==> src/rtl/ubksa_sum_accumulator.sv <==
// Frame accumulator for the UBKSA adder's unsigned sum: adds CNT samples, then holds the total on a valid/ready port.
// Optional build macro UBKSA_ACC_SAT_EN selects saturating accumulation with a per-frame overflow flag.
module ubksa_sum_accumulator #(
    parameter int IN_W  = 11,
    parameter int CNT   = 16,
    parameter int ACC_W = 15
) (
    input  logic             CLK,
    input  logic             RST,
    input  logic             I_VALID,
    output logic             I_READY,
    input  logic [IN_W-1:0]  I_S,
    output logic             O_VALID,
    input  logic             O_READY,
    output logic [ACC_W-1:0] O_SUM,
    output logic             O_OVF
);

    localparam int              CNT_W    = (CNT > 1) ? $clog2(CNT) : 1;
    localparam logic [CNT_W-1:0] CNT_LAST = CNT_W'(CNT - 1);

    typedef enum logic [0:0] {
        ST_ACC  = 1'b0,
        ST_HOLD = 1'b1
    } state_t;

    state_t           state_r, state_s;
    logic [ACC_W-1:0] acc_r, acc_s;
    logic [CNT_W-1:0] cnt_r, cnt_s;
    logic [ACC_W-1:0] sum_r, sum_s;
    logic             valid_r, valid_s;
    logic             ready_r, ready_s;
    logic [ACC_W-1:0] frame_s;
    logic             carry_s;

`ifdef UBKSA_ACC_SAT_EN
    logic [ACC_W:0]   wide_s;
    logic             flag_r, flag_s;
    logic             ovf_r, ovf_s;

    // Clamp to all-ones whenever the add carries out of the accumulator width.
    function automatic logic [ACC_W-1:0] sat_add(input logic [ACC_W:0] wide);
        if (wide[ACC_W]) begin
            return {ACC_W{1'b1}};
        end else begin
            return wide[ACC_W-1:0];
        end
    endfunction

    // Saturating add of the zero-extended sample into the running total.
    always_comb begin
        wide_s  = {1'b0, acc_r} + (ACC_W + 1)'(I_S);
        frame_s = sat_add(wide_s);
        carry_s = wide_s[ACC_W];
    end
`else
    // Modular add of the zero-extended sample into the running total.
    always_comb begin
        frame_s = acc_r + ACC_W'(I_S);
        carry_s = 1'b0;
    end
`endif

    // Next-state, datapath and handshake decode; HOLD blocks input until the result is taken.
    always_comb begin
        state_s = state_r;
        acc_s   = acc_r;
        cnt_s   = cnt_r;
        sum_s   = sum_r;
        valid_s = valid_r;
`ifdef UBKSA_ACC_SAT_EN
        flag_s  = flag_r;
        ovf_s   = ovf_r;
`endif
        case (state_r)
            ST_ACC: begin
                if (I_VALID) begin
                    if (cnt_r == CNT_LAST) begin
                        sum_s   = frame_s;
                        valid_s = 1'b1;
                        acc_s   = {ACC_W{1'b0}};
                        cnt_s   = {CNT_W{1'b0}};
                        state_s = ST_HOLD;
`ifdef UBKSA_ACC_SAT_EN
                        ovf_s   = flag_r | carry_s;
                        flag_s  = 1'b0;
`endif
                    end else begin
                        acc_s   = frame_s;
                        cnt_s   = cnt_r + CNT_W'(1);
`ifdef UBKSA_ACC_SAT_EN
                        flag_s  = flag_r | carry_s;
`endif
                    end
                end else begin
                    acc_s = acc_r;
                    cnt_s = cnt_r;
                end
            end
            ST_HOLD: begin
                if (O_READY) begin
                    valid_s = 1'b0;
                    state_s = ST_ACC;
                end else begin
                    valid_s = 1'b1;
                    state_s = ST_HOLD;
                end
            end
            default: begin
                valid_s = 1'b0;
                state_s = ST_ACC;
            end
        endcase
        ready_s = (state_s == ST_ACC);
    end

    // State and output registers with synchronous reset.
    always_ff @(posedge CLK) begin
        if (RST) begin
            state_r <= ST_ACC;
            acc_r   <= {ACC_W{1'b0}};
            cnt_r   <= {CNT_W{1'b0}};
            sum_r   <= {ACC_W{1'b0}};
            valid_r <= 1'b0;
            ready_r <= 1'b1;
`ifdef UBKSA_ACC_SAT_EN
            flag_r  <= 1'b0;
            ovf_r   <= 1'b0;
`endif
        end else begin
            state_r <= state_s;
            acc_r   <= acc_s;
            cnt_r   <= cnt_s;
            sum_r   <= sum_s;
            valid_r <= valid_s;
            ready_r <= ready_s;
`ifdef UBKSA_ACC_SAT_EN
            flag_r  <= flag_s;
            ovf_r   <= ovf_s;
`endif
        end
    end

    assign I_READY = ready_r;
    assign O_VALID = valid_r;
    assign O_SUM   = sum_r;
`ifdef UBKSA_ACC_SAT_EN
    assign O_OVF   = ovf_r;
`else
    assign O_OVF   = 1'b0;
`endif

endmodule

==> config.mk <==
export PLATFORM = sky130hd
export DESIGN_NAME = ubksa_sum_accumulator
export DESIGN_NICKNAME = d
export VERILOG_FILES = /design/src/rtl/ubksa_sum_accumulator.sv
export SDC_FILE = /design/constraint.sdc
export NUM_CORES = 1
export LEC_CHECK = 0
export CORE_MARGIN = 2
export CORE_UTILIZATION = 30
export DETAILED_ROUTE_END_ITERATION = 10
export RECOVER_POWER = 50
export SLEW_MARGIN = 10
export SYNTH_ARGS = -nofsm -noshare
export SYNTH_HDL_FRONTEND = slang
export SYNTH_SLANG_ARGS = --single-unit
==> constraint.sdc <==
create_clock -name CLK -period 2.2 [get_ports CLK]
set_input_delay 0.55 -clock CLK [delete_from_list [all_inputs] [get_ports CLK]]
set_output_delay 0.55 -clock CLK [all_outputs]
set_load 0.1 [all_outputs]
==> results.yml <==
global_route:
  grt_pass1_wl_um: 8090
  grt_max_degree: 18
  antenna_found_initial: 0
  grt_use_total: 0.141
  first_global_vias: 1784
  grt.overflow.total: 0
logic_synthesis:
  synthCells: 204
  synth-edff-count: 0
  ys_seq_area_frac: 0.388
  synth_mux_area_frac: 0.00590
  yosys.area.top_type: "dfxtp_1"
  synth_compound_area_frac: 0.279
  yosys.area_share.xor_xnor: 0.0643
  synth_area_per_cell_um2: 9.35
  async_flop_share: 0
  synth_top_cells_by_area: "dfxtp_1, ha_1, a22o_1, a21oi_1, xor2_1"
  yosys-top-cells-count: "dfxtp_1, a22o_1, nand2_1, a21oi_1, nor2_1"
  yosysMostFrequentCell: "dfxtp_1"
  synth_cell_type_count: 48
  synthAdderAreaFrac: 0.0892
  synthSimpleGateAreaFrac: 0.134
  synth_nets: 232
  yosysWarnings: 0
  synth_top_family_by_area: "compound AO/OA/AOI/OAI gates"
  synth_top_cell_area_share: 0.388
  yosys_most_used_dff: "dfxtp_1"
  synth_area_um2: 1910
  synth.ff_latch_count: 37
route:
  drt-pass1-iter-count: 4
  vias: 1717
  wl_per_cell_um: 13.7
  drc: 0
  drt_wl_total_um: 4770
  via_per_inst: 4.93
  drt_first_iter_violations: 56
  ant_nets: 0
status:
  outcome: "complete, no violations"
power_and_ir_drop:
  irDropWorstVdd_mv: 0.252
  power_uw: 1810
  leakagePower_uw: 0.00121
  power.density_nw_per_um2: 657
clock_network:
  cts_buffers: 5
  cts.sinks: 37
  cts_hold_buf: 0
  root_buffer: "clkbuf_8"
  clk_latency_ns: 0.28
  clkTransAtPathRegs_ns: 0.07
  cts_max_level: 2
  tritoncts: "built"
  cts_buffer_depth: 2
cells_and_area:
  syn2layout_area_growth_pct: 44.5
  final_area_um2: 2760
  n_antenna_cell: 0
  stdcell_count: 348
  nFillCells: 635
  drive_gt1_frac: 0.325
  layout.nets: 299
sta:
  tightest_slew_ns: 0.550
  fin_crit_ns: 2.11
  maxSlewViolCount: 0
  finalCritPeriodShare: 0.957
  final.setup.tns_ns: 0
  setup_viol: 0
  relSlewSlack: 0.635
  hold_viol: 0
  skew_ns: 0.00539
  rsz0062_at_grt: "no"
  fmax_ghz: 0.475
floorplanning:
  rows: 29
  ios: 33
  start_util: 0.306
  core_area_um2: 6240
  die_w_um: 83.8
  fp.dieArea_um2: 7010
  die_h_um: 83.8
hold_path:
  whs_path_depth: 2
  hold_class: "register to register"
  worstHoldStart: "acc_r[0]$_SDFFE_PP0P_"
  min_to: "acc_r[0]$_SDFFE_PP0P_"
setup_path:
  cp-start-kind: "input port"
  worstPathMaxFanout: 6
  worst-setup-path-type: "input port to register"
  r2r-end: "O_SUM[13]$_SDFFE_PP0P_"
  end_kind: "register"
  worstRegToRegCells: 6
  cp.arrival_ns: 2.33
  worst_r2r_startpoint: "acc_r[1]$_SDFFE_PP0P_"
  cp.required_ns: 2.42
  regToRegSetupSlack_ns: 0.25
placement:
  placedCellCount: 334
  gp_congestion: 0.806
  io_buffers: 31
  hpwl_um: 3460
  post_dp_cell_area_um2: 2480
run:
  cap_viol_max_count: 0
-- state kept, by name, indices dropped and copies added, names as in the netlist --
name	flops
I_READY	1
O_SUM	15
O_VALID	1
acc_r	15
cnt_r	4
state_r	1
-- worst max path at each step --
stage	start	end	depth (start not counted)
after global routing	I_S[0]	O_SUM[6]$_SDFFE_PP0P_	9
after CTS	I_S[4]	acc_r[12]$_SDFFE_PP0P_	7
final	I_S[7]	O_SUM[13]$_SDFFE_PP0P_	7
after global placement	I_S[0]	O_SUM[14]$_SDFFE_PP0P_	8
after detailed placement	I_S[0]	O_SUM[12]$_SDFFE_PP0P_	8
after floorplan	I_S[0]	O_SUM[14]$_SDFFE_PP0P_	7
-- routing by layer --
layer	vias up	part of all wire	routed length, um	global-route usage
met5	-	0	0	0
met4	0	0.0073	35	0.0308
met3	5	0.038	183	0.0317
met2	28	0.48	2280	0.241
met1	804	0.48	2260	0.180
li1	880	-	-	-
-- final cells by class --
cell class                      count  area (um2)  share of cell area
Clock buffer                        7        86.3              0.0313
Inverter                            5        18.8             0.00681
Multi-Input combinational cell    152        1270               0.460
Sequential cell                    37         741               0.269
Tap cell                           77        96.3              0.0349
Timing Repair Buffer               70         547               0.198
-- through the flow --
step | hold WS [ns] | util | setup slack [ns]
finish | 0.462 | 0.442 | 0.0948
global route | 0.496 | 0.442 | 0.00443
CTS | 0.462 | 0.439 | -0.000000222
detailed placement | 0.452 | 0.398 | -0.499
global placement | 0.447 | 0.398 | -0.451
floorplan | 0.429 | - | 0.0999
-- power breakdown --
part,leakage (uW),switching (uW),internal [uW]
sequential,0.000301,35.5,702
clock,0.0000443,230,249
combinational,0.000864,276,319
total,0.00121,542,1270
-- critical path, stage by stage --
cell             delay (ns)
clkdlybuf4s50_1        0.41
ha_2                   0.20
a211oi_2               0.26
o21ai_2                0.12
a221oi_4               0.40
mux2_4                 0.33
nand2_1                0.05
-- cells in the final DEF (no fill, tap or decap), types with 4 or more instances in the layout --
cell type       count
buf_4              33
a21oi_1            13
nand3_1             6
nor2_1             13
clkbuf_8            6
dlymetal6s2s_1      4
nand2_1            16
o21ai_0             4
xnor2_1             4
a22o_1             17
clkbuf_1            4
dfxtp_1            37
clkbuf_2           17
ha_4                9
inv_1               5
xor2_1              9
dlygate4sd2_1       6
-- timing repair --
action                                  CTS  global route
endpoints found under the setup margin   16            13
buffers inserted                          6             1
pin swaps                                13             7
gates resized for setup                  27             9
-- kinds of logic after synthesis --
| family | Yosys count |
|---|---|
| adder cells (fa/ha/maj) | 13 |
| AO/OA/AOI/OAI | 70 |
| flip-flops | 37 |
| buffers and inverters | 15 |
| multiplexers | 1 |
| other | 1 |
| XOR/XNOR | 14 |
| AND/OR/NAND/NOR | 53 |
Power figures use the tool's default switching activity.
==> edit, RTL diff (config.mk and constraints unchanged) <==
`CNT`: 16 -> 32.
--- a/src/rtl/ubksa_sum_accumulator.sv
+++ b/src/rtl/ubksa_sum_accumulator.sv
@@ -4,3 +4,3 @@
     parameter int IN_W  = 11,
-    parameter int CNT   = 16,
+    parameter int CNT   = 32,
     parameter int ACC_W = 15
Behaviour: same outputs for any inputs over 10 cycles, from zero or initial values and one cycle with RST high; that may be too few to reach the edited logic, so the function may still have changed.
==> edit against the unedited design <==
- cell count increased by 9.2%
- sequential cell count increased by 1
- largest cell class unchanged
- count of clock-buffer cells in the layout is 2 lower
- total power rose by 3.4%
- clock skew is 0.0050 ns higher
- synthesized area up 7.3%
- final area increased by 3.5%
- critical endpoint is now acc_r[13]
- register-to-register slack worse by 0.14 ns
- clock power rose by 27%
- sequential power is 0.7% higher
- routed wire length up 10%
- setup slack worse by 0.040 ns
- utilization down 1.5 points
- non-clock buffer count rose by 1
==> edit: results (changes against the unedited design) <==
outcome=finished clean; GP Congestion=0.875 (+8.6%); gr usage total=14.9% (+0.81 points); cts hold-fix bufs=0 (unchanged); root buf cell=clkbuf_8; largest net degree at the start of global routing=27 (+9); worst-skew pair later-pin latency=0.29 ns; CTS clk-pin slew, worst paths=0.08 ns; NumNets Final=328 (+9.7%); Reg2Reg Setup Slack=0.11 ns (-0.14 ns); wire per inst=13.8 um (+1.1%); post-synth cell types=50 (+4.2%); worst hold stages=2 (unchanged); sequential fraction of the synthesis area=37.1% (-1.7 points); total CTS buffers=5 (unchanged); WHS=0.456 ns (-0.00684 ns); dpl hpwl=3740 um (+8.2%); dominant cells by area after synthesis=dfxtp_1 37%, ha_1 7.9%, nand2_1 5.9%, a21oi_1 4.6%, xnor2_1 4.3%; Peak VDD IR=0.391 mV (+55%); Place WS=-0.632 ns (-0.133 ns); max_slew headroom=63.8% (+0.25 points); clk_skew=0.0104 ns (+0.00497 ns); worst setup margin=0.0547 ns (-0.0402 ns); H-tree Lvls=2 (unchanged); crit-path max FO=2 (-4); vias in the first global route=1838 (+3.0%); drt pass-1 iters=4 (unchanged); initial antenna violation count=0 (unchanged); CP arrival=2.37 ns (+0.04 ns); ANT cells=0 (unchanged); IO buf count=31 (unchanged); DR vias=1916 (+12%); clk buf depth=2 (unchanged); Static Leakage=1.17 nW (-2.9%); async set-reset flop share out of synthesis=0% (unchanged); Net Count, Synth=262 (+13%); met2 Use GR=24.7% (+0.54 points); met1 Use GR=19.5% (+1.4 points); Filler cells=697 (+9.8%); Hold Crit Class=register to register; reg2reg path depth=8 (+2); proportion of layout cells with a drive suffix above 1=28.0% (-4.5 points); YS warnings=0 (unchanged); first-pass GRT wire length=8760 um (+8.4%); Detailed Route Iter0 Violations=99 (+77%); met3 Resource Use GR=3.14% (-0.022 points); Post-synth top cells=38 x dfxtp_1, 32 x nand2_1, 19 x a21oi_1
-- edit: cell types whose count changed after synthesis, sizes merged, moves of 3 or more --
cell	before	now
a22o	17	7
nand3b	1	11
clkbuf	5	9
o21ai	9	12
xnor2	5	10
a21oi	16	19
nand2	17	32
xor2	9	2
-- edit: worst paths after layout --
check,startpoint,to
min reg2reg,O_SUM[13],O_SUM[13]
max reg2reg,acc_r[0],acc_r[12]
max,I_S[6],acc_r[13]
min,O_SUM[13],O_SUM[13]
-- edit: critical path: stages --
cell and delay (ns):
clkdlybuf4s15_1 0.17, ha_1 0.30, a2111o_1 0.49, o2111ai_4 0.26, a2111oi_4 0.10, or3b_1 0.38
a31oi_1 0.12
-- edit: repair_timing --
item	in CTS	in global routing
setup endpoints to repair	21	9
gates resized for setup	26	7
pin swaps	16	10
gates cloned	0	0
setup buffers	3	3
-- edit: where the power goes --
| group | switching (W) | leakage, nW | internal, W |
|---|---|---|---|
| sequential | 0.0000254 | 0.309 | 0.000717 |
| combinational | 0.000259 | 0.814 | 0.000263 |
| clock | 0.000270 | 0.0504 | 0.000337 |
-- edit: stage by stage --
stage                     power [W]  instances  cell area (um2)
after CTS                   0.00187        377             2850
after global routing        0.00198        380             2860
after floorplan             0.00104        233             2070
after global placement      0.00121        366             2650
after detailed placement    0.00121        366             2650
final                       0.00187        380             2860
-- edit: cell type report --
class                           instances  area share, %
Tap cell                               80           3.51
Sequential cell                        38           26.6
Clock inverter                          3           1.58
Clock buffer                            5           2.41
Timing Repair Buffer                   71           18.4
Inverter                                5          0.657
Multi-Input combinational cell        178           46.8
-- edit: cells by family after synthesis --
| group | Yosys count | share of synthesized area, % |
|---|---|---|
| other cells | 1 | 0.183 |
| fa+ha+maj | 14 | 8.92 |
| buf+inv | 17 | 3.73 |
| mux | 2 | 1.04 |
| flops | 38 | 37.1 |
| xor+xnor | 12 | 5.13 |
| simple gates | 80 | 19.5 |
| compound gates | 69 | 24.4 |
-- edit: per-layer routing --
layer / vias to the layer above / share of wire, % / routed length (um)
met5: - / 0 / 0
met4: 0 / 0.97 / 51
met3: 7 / 3.5 / 184
met2: 33 / 46 / 2440
met1: 892 / 49 / 2580
li1: 984 / - / -
